**src/rtl/writeback_pkg.sv**
```systemverilog
// Shared types and constants for the writeback stage.
// Latency: n/a (types, constants and one pure function only).
// Backpressure: n/a.
// Contents: status/EFLAGS bit positions, lane codes, the buffered entry
// layout, the skid-buffer occupancy states and the LAHF byte builder.
package writeback_pkg;

  // Compressed 7-bit status register layout {DF,AF,CF,PF,ZF,SF,OF}.
  localparam int STAT_W  = 7;
  localparam int STAT_OF = 0;
  localparam int STAT_SF = 1;
  localparam int STAT_ZF = 2;
  localparam int STAT_PF = 3;
  localparam int STAT_CF = 4;
  localparam int STAT_AF = 5;
  localparam int STAT_DF = 6;

  // Architectural EFLAGS positions; the low byte doubles as the AH layout.
  localparam int EFLAGS_CF = 0;
  localparam int EFLAGS_PF = 2;
  localparam int EFLAGS_AF = 4;
  localparam int EFLAGS_ZF = 6;
  localparam int EFLAGS_SF = 7;
  localparam int EFLAGS_DF = 10;
  localparam int EFLAGS_OF = 11;

  // Fixed bits of the LAHF byte.
  localparam int LAHF_ONE_BIT   = 1;
  localparam int LAHF_ZERO_BIT3 = 3;
  localparam int LAHF_ZERO_BIT5 = 5;

  typedef enum logic [1:0] {
    WB_LANE_DWORD = 2'd0,
    WB_LANE_WORD  = 2'd1,
    WB_LANE_BYTE  = 2'd2,
    WB_LANE_HBYTE = 2'd3
  } wb_lane_e;

  typedef struct packed {
    logic [2:0]        reg_idx;
    logic              reg_wr;
    wb_lane_e          lane;
    logic [31:0]       result;
    logic              ah_wr;
    logic [STAT_W-1:0] status;
    logic              status_wr;
  } wb_entry_t;

  typedef enum logic [1:0] {
    SB_EMPTY = 2'd0,
    SB_ONE   = 2'd1,
    SB_TWO   = 2'd2
  } sb_state_e;

  // AH = {SF,ZF,0,AF,0,PF,1,CF}; DF and OF have no place in AH.
  function automatic logic [7:0] lahf_byte(input logic [STAT_W-1:0] s);
    logic [7:0] ah;
    ah                 = '0;
    ah[EFLAGS_CF]      = s[STAT_CF];
    ah[LAHF_ONE_BIT]   = 1'b1;
    ah[EFLAGS_PF]      = s[STAT_PF];
    ah[LAHF_ZERO_BIT3] = 1'b0;
    ah[EFLAGS_AF]      = s[STAT_AF];
    ah[LAHF_ZERO_BIT5] = 1'b0;
    ah[EFLAGS_ZF]      = s[STAT_ZF];
    ah[EFLAGS_SF]      = s[STAT_SF];
    return ah;
  endfunction

endpackage

```
**src/rtl/wb_skid_buf.sv**
```systemverilog
// 2-entry in-order FIFO with EMPTY/ONE/TWO occupancy FSM; entry 0 is always the head.
// Latency: pushed data is visible on head_dat the cycle after the push edge.
// Backpressure: full in TWO; push while full and pop while empty are ignored.
// Ports: clk, rst (async, active-high); push/push_dat in; pop in;
//        full, head_vld/head_dat, tail_vld/tail_dat (second entry, valid in TWO) out.
module wb_skid_buf
  import writeback_pkg::*;
#(
  parameter int W = 8
) (
  input  logic         clk,
  input  logic         rst,
  input  logic         push,
  input  logic [W-1:0] push_dat,
  input  logic         pop,
  output logic         full,
  output logic         head_vld,
  output logic [W-1:0] head_dat,
  output logic         tail_vld,
  output logic [W-1:0] tail_dat
);

  sb_state_e    state_q, state_d;
  logic [W-1:0] ent0_q, ent1_q;
  logic         push_ok, pop_ok;

  assign full     = (state_q == SB_TWO);
  assign head_vld = (state_q != SB_EMPTY);
  assign tail_vld = full;
  assign head_dat = ent0_q;
  assign tail_dat = ent1_q;
  assign push_ok  = push & ~full;
  assign pop_ok   = pop & head_vld;

  always_ff @(posedge clk or posedge rst) begin
    if (rst) state_q <= SB_EMPTY;
    else     state_q <= state_d;
  end

  always_comb begin
    state_d = state_q;
    case (state_q)
      SB_EMPTY: if (push_ok) state_d = SB_ONE;
      SB_ONE: begin
        if (push_ok && !pop_ok)      state_d = SB_TWO;
        else if (pop_ok && !push_ok) state_d = SB_EMPTY;
      end
      SB_TWO:   if (pop_ok) state_d = SB_ONE;
      default:  state_d = SB_EMPTY;
    endcase
  end

  // Shift-register storage: popping moves entry 1 down; in ONE a simultaneous
  // push and pop overwrites the head directly.
  always_ff @(posedge clk or posedge rst) begin
    if (rst) begin
      ent0_q <= '0;
      ent1_q <= '0;
    end else begin
      case (state_q)
        SB_EMPTY: if (push_ok) ent0_q <= push_dat;
        SB_ONE: begin
          if (push_ok && pop_ok) ent0_q <= push_dat;
          else if (push_ok)      ent1_q <= push_dat;
        end
        SB_TWO:   if (pop_ok) ent0_q <= ent1_q;
        default: ;
      endcase
    end
  end

endmodule

```
**src/rtl/writeback.sv**
```systemverilog
// Retire stage: buffers execute results, commits them in order to the GPR port and status register.
// Latency: result accepted at edge N drives rf_wr_* in cycle N+1; status_q updates at edge N+1.
// Backpressure: in_ready low when the 2-entry buffer is full; rf_stall holds the head.
// Ports: clk, rst; in_valid/in_ready + in_* execute result; rf_stall in;
//        rf_wr_en/idx/be/data GPR write; status_q, status_fwd, retire_cnt out.
// Option: WB_STATUS_FWD_EN forwards pending status; otherwise flag producers are serialised.
module writeback
  import writeback_pkg::*;
#(
  parameter int CNT_W = 16
) (
  input  logic              clk,
  input  logic              rst,
  input  logic              in_valid,
  output logic              in_ready,
  input  logic [2:0]        in_reg_idx,
  input  logic              in_reg_wr,
  input  logic [1:0]        in_lane,
  input  logic [31:0]       in_result,
  input  logic              in_ah_wr,
  input  logic [STAT_W-1:0] in_status,
  input  logic              in_status_wr,
  input  logic              rf_stall,
  output logic              rf_wr_en,
  output logic [2:0]        rf_wr_idx,
  output logic [3:0]        rf_wr_be,
  output logic [31:0]       rf_wr_data,
  output logic [STAT_W-1:0] status_q,
  output logic [STAT_W-1:0] status_fwd,
  output logic [CNT_W-1:0]  retire_cnt
);

  localparam int EW = $bits(wb_entry_t);

  wb_entry_t   in_ent, head, tail;
  logic [EW-1:0] head_dat, tail_dat;
  logic        sb_full, head_vld, tail_vld;
  logic        accept, commit;

  always_comb begin
    in_ent           = '0;
    in_ent.reg_idx   = in_reg_idx;
    in_ent.reg_wr    = in_reg_wr;
    in_ent.lane      = wb_lane_e'(in_lane);
    in_ent.result    = in_result;
    in_ent.ah_wr     = in_ah_wr;
    in_ent.status    = in_status;
    in_ent.status_wr = in_status_wr;
  end

  assign head   = wb_entry_t'(head_dat);
  assign tail   = wb_entry_t'(tail_dat);
  assign accept = in_valid & in_ready;
  assign commit = head_vld & ~rf_stall;

  wb_skid_buf #(.W(EW)) u_skid (
    .clk      (clk),
    .rst      (rst),
    .push     (accept),
    .push_dat (in_ent),
    .pop      (commit),
    .full     (sb_full),
    .head_vld (head_vld),
    .head_dat (head_dat),
    .tail_vld (tail_vld),
    .tail_dat (tail_dat)
  );

`ifdef WB_STATUS_FWD_EN
  assign in_ready = ~sb_full;

  // Youngest pending status wins; tail is younger than head.
  always_comb begin
    status_fwd = status_q;
    if (tail_vld && tail.status_wr)      status_fwd = tail.status;
    else if (head_vld && head.status_wr) status_fwd = head.status;
  end
`else
  // Without forwarding, a pending flag producer blocks the next instruction
  // so consumers always read flags from status_q.
  assign in_ready   = ~sb_full & ~((head_vld & head.status_wr) | (tail_vld & tail.status_wr));
  assign status_fwd = status_q;
`endif

  // Lane / LAHF formatting of the head entry; everything is zero unless writing.
  always_comb begin
    rf_wr_en   = commit & (head.reg_wr | head.ah_wr);
    rf_wr_idx  = '0;
    rf_wr_be   = '0;
    rf_wr_data = '0;
    if (rf_wr_en) begin
      if (head.ah_wr) begin
        rf_wr_idx  = 3'd0;
        rf_wr_be   = 4'b0010;
        rf_wr_data = {16'b0, lahf_byte(head.status), 8'b0};
      end else begin
        rf_wr_idx = head.reg_idx;
        case (head.lane)
          WB_LANE_DWORD: begin
            rf_wr_be   = 4'b1111;
            rf_wr_data = head.result;
          end
          WB_LANE_WORD: begin
            rf_wr_be   = 4'b0011;
            rf_wr_data = {16'b0, head.result[15:0]};
          end
          WB_LANE_BYTE: begin
            rf_wr_be   = 4'b0001;
            rf_wr_data = {24'b0, head.result[7:0]};
          end
          default: begin
            rf_wr_be   = 4'b0010;
            rf_wr_data = {16'b0, head.result[7:0], 8'b0};
          end
        endcase
      end
    end
  end

  always_ff @(posedge clk or posedge rst) begin
    if (rst) begin
      status_q   <= '0;
      retire_cnt <= '0;
    end else if (commit) begin
      if (head.status_wr) status_q <= head.status;
      retire_cnt <= retire_cnt + CNT_W'(1);
    end
  end

endmodule

```
**config.mk**
```make
export PLATFORM = sky130hd
export DESIGN_NAME = writeback
export DESIGN_NICKNAME = d
export VERILOG_FILES = /design/src/rtl/writeback_pkg.sv /design/src/rtl/wb_skid_buf.sv /design/src/rtl/writeback.sv
export SDC_FILE = /design/constraint.sdc
export NUM_CORES = 1
export LEC_CHECK = 0
export ABC_AREA = 1
export BUFFER_PORTS_ARGS = -buffer_cell sky130_fd_sc_hd__buf_2
export CORE_ASPECT_RATIO = 1.25
export CORE_MARGIN = 4
export CORE_UTILIZATION = 40
export DETAILED_ROUTE_END_ITERATION = 16
export SLEW_MARGIN = 10
export SYNTH_ARGS = -nofsm -noshare
export SYNTH_HDL_FRONTEND = slang
export SYNTH_HIERARCHICAL = 1
export SYNTH_SLANG_ARGS = --single-unit
```
**constraint.sdc**
```tcl
create_clock -name clk -period 4.9 [get_ports clk]
set_input_delay 0.245 -clock clk [delete_from_list [all_inputs] [get_ports clk]]
set_output_delay 0.245 -clock clk [all_outputs]
set_load 0.1 [all_outputs]
```
==> results of run 1 <==
[power by group through the flow]
stage | registers [W] | logic, W | clock network (W)
floorplan | 0.00194 | 0.00178 | 0
finish | 0.00167 | 0.00243 | 0.00128
global placement | 0.00168 | 0.00242 | 0
CTS | 0.00168 | 0.00244 | 0.00130
detailed placement | 0.00169 | 0.00243 | 0
global route | 0.00173 | 0.00265 | 0.00135
[final timing paths]
check,startpoint,endpoint
max in group asynchronous,rst,u_skid/state_q[1]$_DFFE_PP0P_
max reg2reg,u_skid/state_q[0]$_DFFE_PP0P_,u_skid/tail_dat[6]$_DFFE_PP0P_
max,u_skid/state_q[0]$_DFFE_PP0P_,u_skid/tail_dat[6]$_DFFE_PP0P_
min in group clk,in_reg_idx[1],u_skid/tail_dat[45]$_DFFE_PP0P_
min reg2reg,u_skid/tail_dat[32]$_DFFE_PP0P_,u_skid/tail_dat[32]$_DFFE_PP0P_
min,rst,u_skid/head_dat[9]$_DFFE_PP0P_
[final cells by class]
type / count / area, um^2
tap: 208 / 260
clock inverter: 9 / 123
clock buffer: 22 / 484
sequential: 119 / 2980
timing repair buffer: 130 / 673
multi-input combinational: 590 / 2660
fill: 1541 / 7680
inverter: 58 / 220
[routing by layer]
layer	wire (um)	up-vias	track usage, %
met5	0	-	0
met4	404	0	6.99
met3	1020	25	4.62
met2	7760	168	31.1
met1	7760	2521	27.2
li1	-	2767	-
[registers in the layout (all words and copies together), names as in the netlist]
register,cells
retire_cnt,16
u_skid/head_dat,47
u_skid/tail_dat,47
status_fwd,7
u_skid/state_q,2
[per-stage QoR]
stage	instances	hold WS [ns]	power, W	util, %	instance area [um^2]
after floorplan	825	0.247	0.00372	-	6200
after global placement	1105	0.438	0.00410	45.0	6790
after detailed placement	1105	0.440	0.00412	45.0	6790
after CTS	1136	0.00130	0.00542	49.0	7390
after global routing	1136	0.0363	0.00573	49.0	7390
final	1136	-0.0181	0.00538	49.0	7390
[critical path: cells and delay by family (launching register included)]
| kind | cells | cell delay, ns |
|---|---|---|
| AND/OR/NAND/NOR | 7 | 1.60 |
| AO/OA/AOI/OAI | 1 | 0.23 |
| buffers and inverters | 4 | 1.18 |
| flip-flops | 1 | 0.38 |
[cell usage after synthesis (all sizes together)]
master	n
a211oi	1
a21oi	14
and2	1
buf	44
clkbuf	14
clkinv	1
dfrtp	119
ha	1
inv	57
mux2	7
nand2	345
nand3	151
nand3b	1
nand4	3
nor2	47
nor3	1
o21ai	9
o21bai	1
xnor2	3
xor2	5
[cell families (layout without fill, tap and decap cells)]
group / Yosys count / after routing / share of synthesized area [%]
compound gates: 25 / 25 / 2.10
xor+xnor: 8 / 8 / 1.13
fa+ha+maj: 1 / 1 / 0.202
buf+inv: 116 / 219 / 9.19
flops: 119 / 119 / 48.1
mux: 7 / 7 / 1.27
simple gates: 549 / 549 / 38.1
==> impl_metrics.tcl, run 1 <==
set metrics [dict create \
    drt_iter0_markers 360 \
    grt_max_degree 56 \
    syn_avg_cell_area_um2 7.51 \
    yosys_warnings 6 \
    cp-start-kind "flop" \
    cts_buffer_depth 2 \
    clock_latency_ns 0.41 \
    layout_commonest_cell "nand2_1" \
    max-cap-violations 0 \
    cp_data_arrival_time_ns 3.84 \
    max-vdd-ir-drop_mv 0.329 \
    hold_violations 47 \
    num_antenna_cells 0 \
    yosys-top-cells-area "dfrtp_1 48%, nand2_1 21%, nand3_1 12%" \
    finalSetupViolCount 0 \
    placementRows 50 \
    cp_cell_sequence "inv_2 -> nand2_1 -> nand2_1 -> inv_1 -> a211oi_1 -> and2_1 -> inv_1 -> nor2_4 -> nand2_2 -> buf_4 -> nand2_1 -> nand2_1" \
    max_stage_delay_ns 0.66 \
    clock-sinks 119 \
    dpl.hpwl_um 11200 \
    seqPwrFrac_pct 31.1 \
    finalNetCount 968 \
    synth_area_mm2 0.00620 \
    drt-wirelength-per-cell_um 14.9 \
    tritoncts "done" \
    slew_headroom_pct 27.8 \
    cpMostUsedCell "nand2_1" \
    setup_slack_ns 1.36 \
    port_buffers 121 \
    whs_ns -0.0181 \
    timing.final.crit_share_pct 72.3 \
    finClkSkew_ns 0.00786 \
    power_density_mw_per_mm2 728 \
    routabilityCongestion 0.853 \
    viasPerCell 4.82 \
    required_ns 5.20 \
    grt_pass1_wl_um 28100 \
    ys_seq_elements 119 \
    tns_ns 0 \
    status "complete, but fails checks" \
    syn_to_final_growth_pct 19.3 \
    path_class "reg -> reg" \
    cts_buffers 17 \
    intPower_w 0.00277 \
    drive_gt1_share_pct 21.0 \
    leakage_nw 4.18 \
    wl_um 16900 \
    initial_core_util_pct 41.1 \
    dr_total_vias 5481 \
    clock_tree.root_cell "clkbuf_16" \
    yosysTopAreaCellShare_pct 48.1 \
    ys_types 32 \
    io_pins 122 \
    crit_slowest_cell "inv_2" \
    drv_slew 0 \
    finalCriticalPeriod_ns 3.54 \
    endpoint_kind "flop" \
    cts_resized 0 \
    die_w_um 119 \
    min_path_type "in -> async" \
    pwr-share-comb_pct 45.2 \
    fmax_ghz 0.282 \
    grt_overflow_total 0 \
    yosys.area.top_type "dfrtp_1" \
    crit_fanout 50 \
    rsz0062_at_grt "no" \
    clkTransAtPathRegs_ns 0.05 \
    htreeDepth 4 \
    reg2reg_depth 12 \
    core_area_mm2 0.0151 \
    grt_usage_pct 19.9 \
    antenna_found_initial 0 \
    ant_nets 0 \
    postSynthNetCount 877 \
    ys_seq_area_share_pct 48.1 \
    drc 0 \
    ff2ff_setup_slack_ns 1.36 \
    first_pass_iters 5 \
    cts_setup_buffers 0 \
    die_h_um 147 \
    power.share.clock_pct 23.7 \
    cts_hold_buffers 0 \
    tightest_slew_ns 1.08 \
    syn_inst 825 \
    violations "hold timing" \
    die_area_mm2 0.0176 \
    grt_pass1_vias 5371 \
    switchingPower_w 0.00262 \
    power.share.switching_pct 48.6 \
    layout_common_cells "340 x nand2_1, 148 x nand3_1, 121 x buf_2, 118 x dfrtp_1, 52 x inv_1" \
    dp_slack_ns 1.41 \
]
Note: power is estimated with default switching activity, not from simulation.
==> run 2: changes to the inputs <==
Clock period 4.9 ns to 3.6 ns, I/O delays scaled along.
==> impl_metrics.tcl, run 2 (synthesis gave the netlist of run 1 again) <==
set metrics [dict create \
    drv_slew 0 \
    slew_headroom_pct 40.3 \
    cts_setup_buffers 0 \
    cts_hold_buffers 17 \
    timing.final.crit_share_pct 74.9 \
    power.share.switching_pct 49.4 \
    path_buf_inv 5 \
    tns_ns 0 \
    r2r_end "u_skid/tail_dat[27]$_DFFE_PP0P_" \
    die_h_um 147 \
    grt_pass1_wl_um 27600 \
    drt_iter0_markers 430 \
    clock-sinks 119 \
    clock_tree.root_cell "clkbuf_16" \
    initial_core_util_pct 41.1 \
    finalCriticalPeriod_ns 2.70 \
    drc 0 \
    max-cap-violations 0 \
    cts_buffer_depth 2 \
    cp_cell_sequence "inv_2 -> nand2_1 -> nand2_1 -> inv_1 -> a211oi_2 -> and2_1 -> inv_1 -> nor2_4 -> buf_4 -> nand2_2 -> buf_4 -> nand2_1 -> nand2_1" \
    finalSetupViolCount 0 \
    path_class "reg -> reg" \
    dpl.hpwl_um 11300 \
    switchingPower_w 0.00355 \
    ff2ff_setup_slack_ns 0.90 \
    placed_cells 1109 \
    stdcell_count 1154 \
    layout_common_cells "340 x nand2_1, 148 x nand3_1, 121 x buf_2, 118 x dfrtp_1, 52 x inv_1" \
    cts_resized 0 \
    multiInputGateArea_mm2 0.00266 \
    whs_path_depth 3 \
    r2r_start "u_skid/state_q[0]$_DFFE_PP0P_" \
    fmax_ghz 0.371 \
    drive_gt1_share_pct 20.8 \
    io_pins 122 \
    pwr-share-comb_pct 46.5 \
    first_pass_iters 5 \
    grt_pass1_vias 5204 \
    cp-start-kind "flop" \
    wl_um 17100 \
    grt_max_degree 59 \
    die_area_mm2 0.0176 \
    hold_violations 0 \
    cp_data_arrival_time_ns 3.00 \
    routabilityCongestion 0.842 \
    cpMostUsedCell "nand2_1" \
    cpLargestDelayFamily "buffers and inverters" \
    reg2reg_depth 13 \
    crit_fanout 36 \
    finClkSkew_ns 0.0134 \
    intPower_w 0.00363 \
    syn_to_final_growth_pct 21.6 \
    min_path_type "in -> reg" \
    power.share.clock_pct 21.4 \
    rsz0062_at_grt "no" \
    num_antenna_cells 0 \
    core_area_mm2 0.0151 \
    clkTransAtPathRegs_ns 0.05 \
    fillers 1548 \
    required_ns 3.91 \
    ant_nets 0 \
    finalNetCount 989 \
    dr_total_vias 5605 \
    max-vdd-ir-drop_mv 0.452 \
    grt_usage_pct 19.7 \
    placementRows 50 \
    min_to "u_skid/tail_dat[1]$_DFFE_PP0P_" \
    grt_overflow_total 0 \
    cts_buffers 17 \
    clock_latency_ns 0.42 \
    antenna_found_initial 0 \
    hp-start "in_status[0]" \
    drt-wirelength-per-cell_um 14.8 \
    endpoint_kind "flop" \
    seqPwrFrac_pct 32.1 \
    seq_area_mm2 0.00298 \
    port_buffers 121 \
    max_stage_delay_ns 0.38 \
    crit_slowest_cell "dfrtp_1" \
    tightest_slew_ns 0.894 \
    viasPerCell 4.86 \
    leakage_nw 4.24 \
    status "finished clean" \
    die_w_um 119 \
    layout_commonest_cell "nand2_1" \
    htreeDepth 4 \
    power_density_mw_per_mm2 952 \
    whs_ns 0.0162 \
    tritoncts "done" \
]
## run 2: changes by cell type in the layout (fill, tap and decap cells not counted), sizes merged
cell	previous run	this run
dlygate4sd3	0	17
bufinv	3	0
clkinvlp	1	0
clkbuf	22	24
clkinv	6	5
buf	130	134
## run 2: routing by layer
| metal | track usage, % | up-vias | wire length, um |
|---|---|---|---|
| li1 | - | 2811 | - |
| met1 | 25.8 | 2579 | 7520 |
| met2 | 31.8 | 189 | 8110 |
| met3 | 4.47 | 26 | 1030 |
| met4 | 7.91 | 0 | 395 |
| met5 | 0 | - | 0 |
## run 2: layout make-up
cell class,instances,share of cell area (%)
multi-input cells,590,35.3
clock inverters,4,0.266
flip-flops and latches,119,39.5
inverters,58,2.92
clock buffers,24,6.79
repair buffers,151,11.8
well taps,208,3.45
## run 2: through the flow
step           util [%]  setup WS, ns  total power, W  cell area (um^2)
3_5_place_dp       45.3         0.928         0.00564              6840
6_report           50.0         0.902         0.00717              7540
4_1_cts            50.0         0.869         0.00722              7540
2_1_floorplan         -         0.158         0.00507              6200
5_1_grt            50.0         0.650         0.00762              7540
3_3_place_gp       45.3         0.991         0.00560              6840
## run 2: worst min-delay path: stages
cell	delay, ns
buf_2	0.09
nand3_1	0.07
nand2_1	0.06
## run 2: how the worst max path moves through the flow
stage          cells after the start                          start                              end
6_report                          13  u_skid/state_q[0]$_DFFE_PP0P_  u_skid/tail_dat[27]$_DFFE_PP0P_
5_1_grt                           13  u_skid/state_q[0]$_DFFE_PP0P_  u_skid/tail_dat[35]$_DFFE_PP0P_
4_1_cts                            7  u_skid/state_q[1]$_DFFE_PP0P_                   rf_wr_data[30]
3_5_place_dp                      13  u_skid/state_q[0]$_DFFE_PP0P_  u_skid/tail_dat[37]$_DFFE_PP0P_
3_3_place_gp                      13  u_skid/state_q[0]$_DFFE_PP0P_  u_skid/tail_dat[22]$_DFFE_PP0P_
2_1_floorplan                     15  u_skid/state_q[1]$_DFFE_PP0P_  u_skid/head_dat[11]$_DFFE_PP0P_
## run 2: power by group through the flow
stage                     sequential (W)  clock (W)  combinational (W)
after floorplan                  0.00264          0            0.00243
after global placement           0.00231          0            0.00329
after detailed placement         0.00232          0            0.00332
after CTS                        0.00230    0.00156            0.00335
after global routing             0.00238    0.00162            0.00362
final                            0.00230    0.00154            0.00333
==> run 3: changes to the inputs <==
Clock period 3.6 ns to 2.31 ns, I/O delays scaled along.
==> impl_metrics.tcl, run 3 (synthesis gave the netlist of run 1 again) <==
set metrics [dict create \
    status "finished clean" \
    drt-wirelength-per-cell_um 14.8 \
    tritoncts "done" \
    tightest_slew_ns 0.865 \
    finClkSkew_ns 0.00920 \
    grt_pass1_wl_um 29700 \
    path_class "reg -> out" \
    met3_usage_pct 4.00 \
    grt_max_degree 49 \
    placementRows 50 \
    clock-sinks 119 \
    required_ns 2.19 \
    core_area_mm2 0.0151 \
    dr_total_vias 5811 \
    grt_usage_pct 20.9 \
    die_area_mm2 0.0176 \
    num_antenna_cells 0 \
    rsz0062_at_grt "no" \
    min_path_type "in -> reg" \
    drv_slew 0 \
    grt_pass1_vias 5795 \
    crit_start "u_skid/state_q[1]$_DFFE_PP0P_" \
    syn_to_final_growth_pct 45.6 \
    r2r_start "u_skid/state_q[0]$_DFFE_PP0P_" \
    cp-start-kind "flop" \
    finalSetupViolCount 0 \
    wl_um 17800 \
    initial_core_util_pct 41.1 \
    leakage_nw 4.56 \
    io_pins 122 \
    ant_nets 0 \
    tns_ns 0 \
    clkTransAtPathRegs_ns 0.05 \
    drc 0 \
    slew_headroom_pct 42.2 \
    hold_violations 0 \
    layout_common_cells "338 x nand2_1, 135 x nand3_1, 117 x dfrtp_1, 81 x buf_2, 47 x dlygate4sd3_1" \
    busiest_layer "met2" \
    port_buffers 121 \
    routabilityCongestion 0.834 \
    clock_tree.root_cell "clkbuf_16" \
    layout_commonest_cell "nand2_1" \
    dpl.hpwl_um 11700 \
    crit_fanout 10 \
    whs_path_depth 3 \
    finalCriticalPeriod_ns 2.13 \
    fillers 1340 \
    htreeDepth 4 \
    power_density_mw_per_mm2 1390 \
    hp-start "in_result[1]" \
    cts_buffers 17 \
    timing.final.crit_share_pct 92.2 \
    fmax_ghz 0.469 \
    endpoint_kind "output port" \
    grt_overflow_total 0 \
    antenna_found_initial 0 \
    cp_data_arrival_time_ns 2.01 \
    cts_buffer_depth 2 \
    clock_latency_ns 0.41 \
    drive_gt1_share_pct 26.3 \
    drt_iter0_markers 362 \
    die_h_um 147 \
    met2_usage_pct 34.7 \
    grtUsageMet1_pct 27.4 \
    die_w_um 119 \
    first_pass_iters 6 \
    viasPerCell 4.85 \
    power.total_w 0.0125 \
    max-cap-violations 0 \
    max-vdd-ir-drop_mv 0.674 \
    finalNetCount 1028 \
    reg2reg_depth 13 \
]
[run 3: cell types whose count changed in the layout (fill, tap and decap cells not counted), sizes merged]
| cell | change |
|---|---|
| buf | +9 |
| clkinvlp | +8 |
| inv | -4 |
| clkinv | +1 |
| dlygate4sd3 | +30 |
| bufinv | +4 |
| clkbuf | -5 |
[run 3: repair_timing]
action,CTS,global route
setup endpoints to repair,2,5
pin swaps,0,0
hold buffers,47,0
gates resized for setup,1,2
hold endpoints to repair,89,0
setup buffers,2,0
[run 3: stage by stage]
step	worst slack, ns	instance area (um^2)	util (%)	hold slack [ns]	instances
6_report	0.180	9020	59.8	0.0178	1197
5_1_grt	0.0492	9020	59.8	0.00337	1197
4_1_cts	0.0154	9020	59.8	0.00537	1197
3_5_place_dp	0.259	7910	52.4	0.198	1116
3_3_place_gp	0.322	7910	52.4	0.209	1116
2_1_floorplan	-0.536	6690	-	0.117	825
[run 3: power by group]
part           switching (W)  leakage (nW)  total [W]  internal (W)
combinational        0.00446          2.78    0.00614       0.00168
clock               0.000940         0.295    0.00276       0.00182
sequential          0.000634          1.49    0.00361       0.00298
[run 3: final cells by class]
cell class                 count  area [um^2]  share of cell area [%]
multi-input combinational    590         3030                    33.6
sequential                   119         2980                    33.0
timing repair buffer         190         1900                    21.0
clock buffer                  19          443                    4.91
tap                          208          260                    2.88
inverter                      58          235                    2.61
clock inverter                13          179                    1.98
[run 3: worst max-delay path, stage by stage, from the launching register on]
cell and delay [ns]:
dfrtp_2 0.41, inv_2 0.05, nand2_2 0.09, nand2_4 0.13, nor2_8 0.24, nand3_4 0.28
nor2_4 0.22, buf_12 0.19
[run 3: per-layer routing]
metal	vias to the layer above	wire length [um]
met4	0	426
met1	2723	7670
met5	-	0
met3	28	997
met2	180	8670
li1	2880	-
[run 3: path summary, 6_finish.rpt]
kind | to | slack (ns)
setup / recovery | rf_wr_data[1] | 0.18
hold / removal | u_skid/tail_dat[10]$_DFFE_PP0P_ | 0.02
setup reg to reg | u_skid/tail_dat[26]$_DFFE_PP0P_ | 0.22
hold reg to reg | u_skid/tail_dat[41]$_DFFE_PP0P_ | 0.47
max in group asynchronous | retire_cnt[5]$_DFFE_PP0P_ | 1.30
min in group asynchronous | u_skid/head_dat[4]$_DFFE_PP0P_ | 0.32
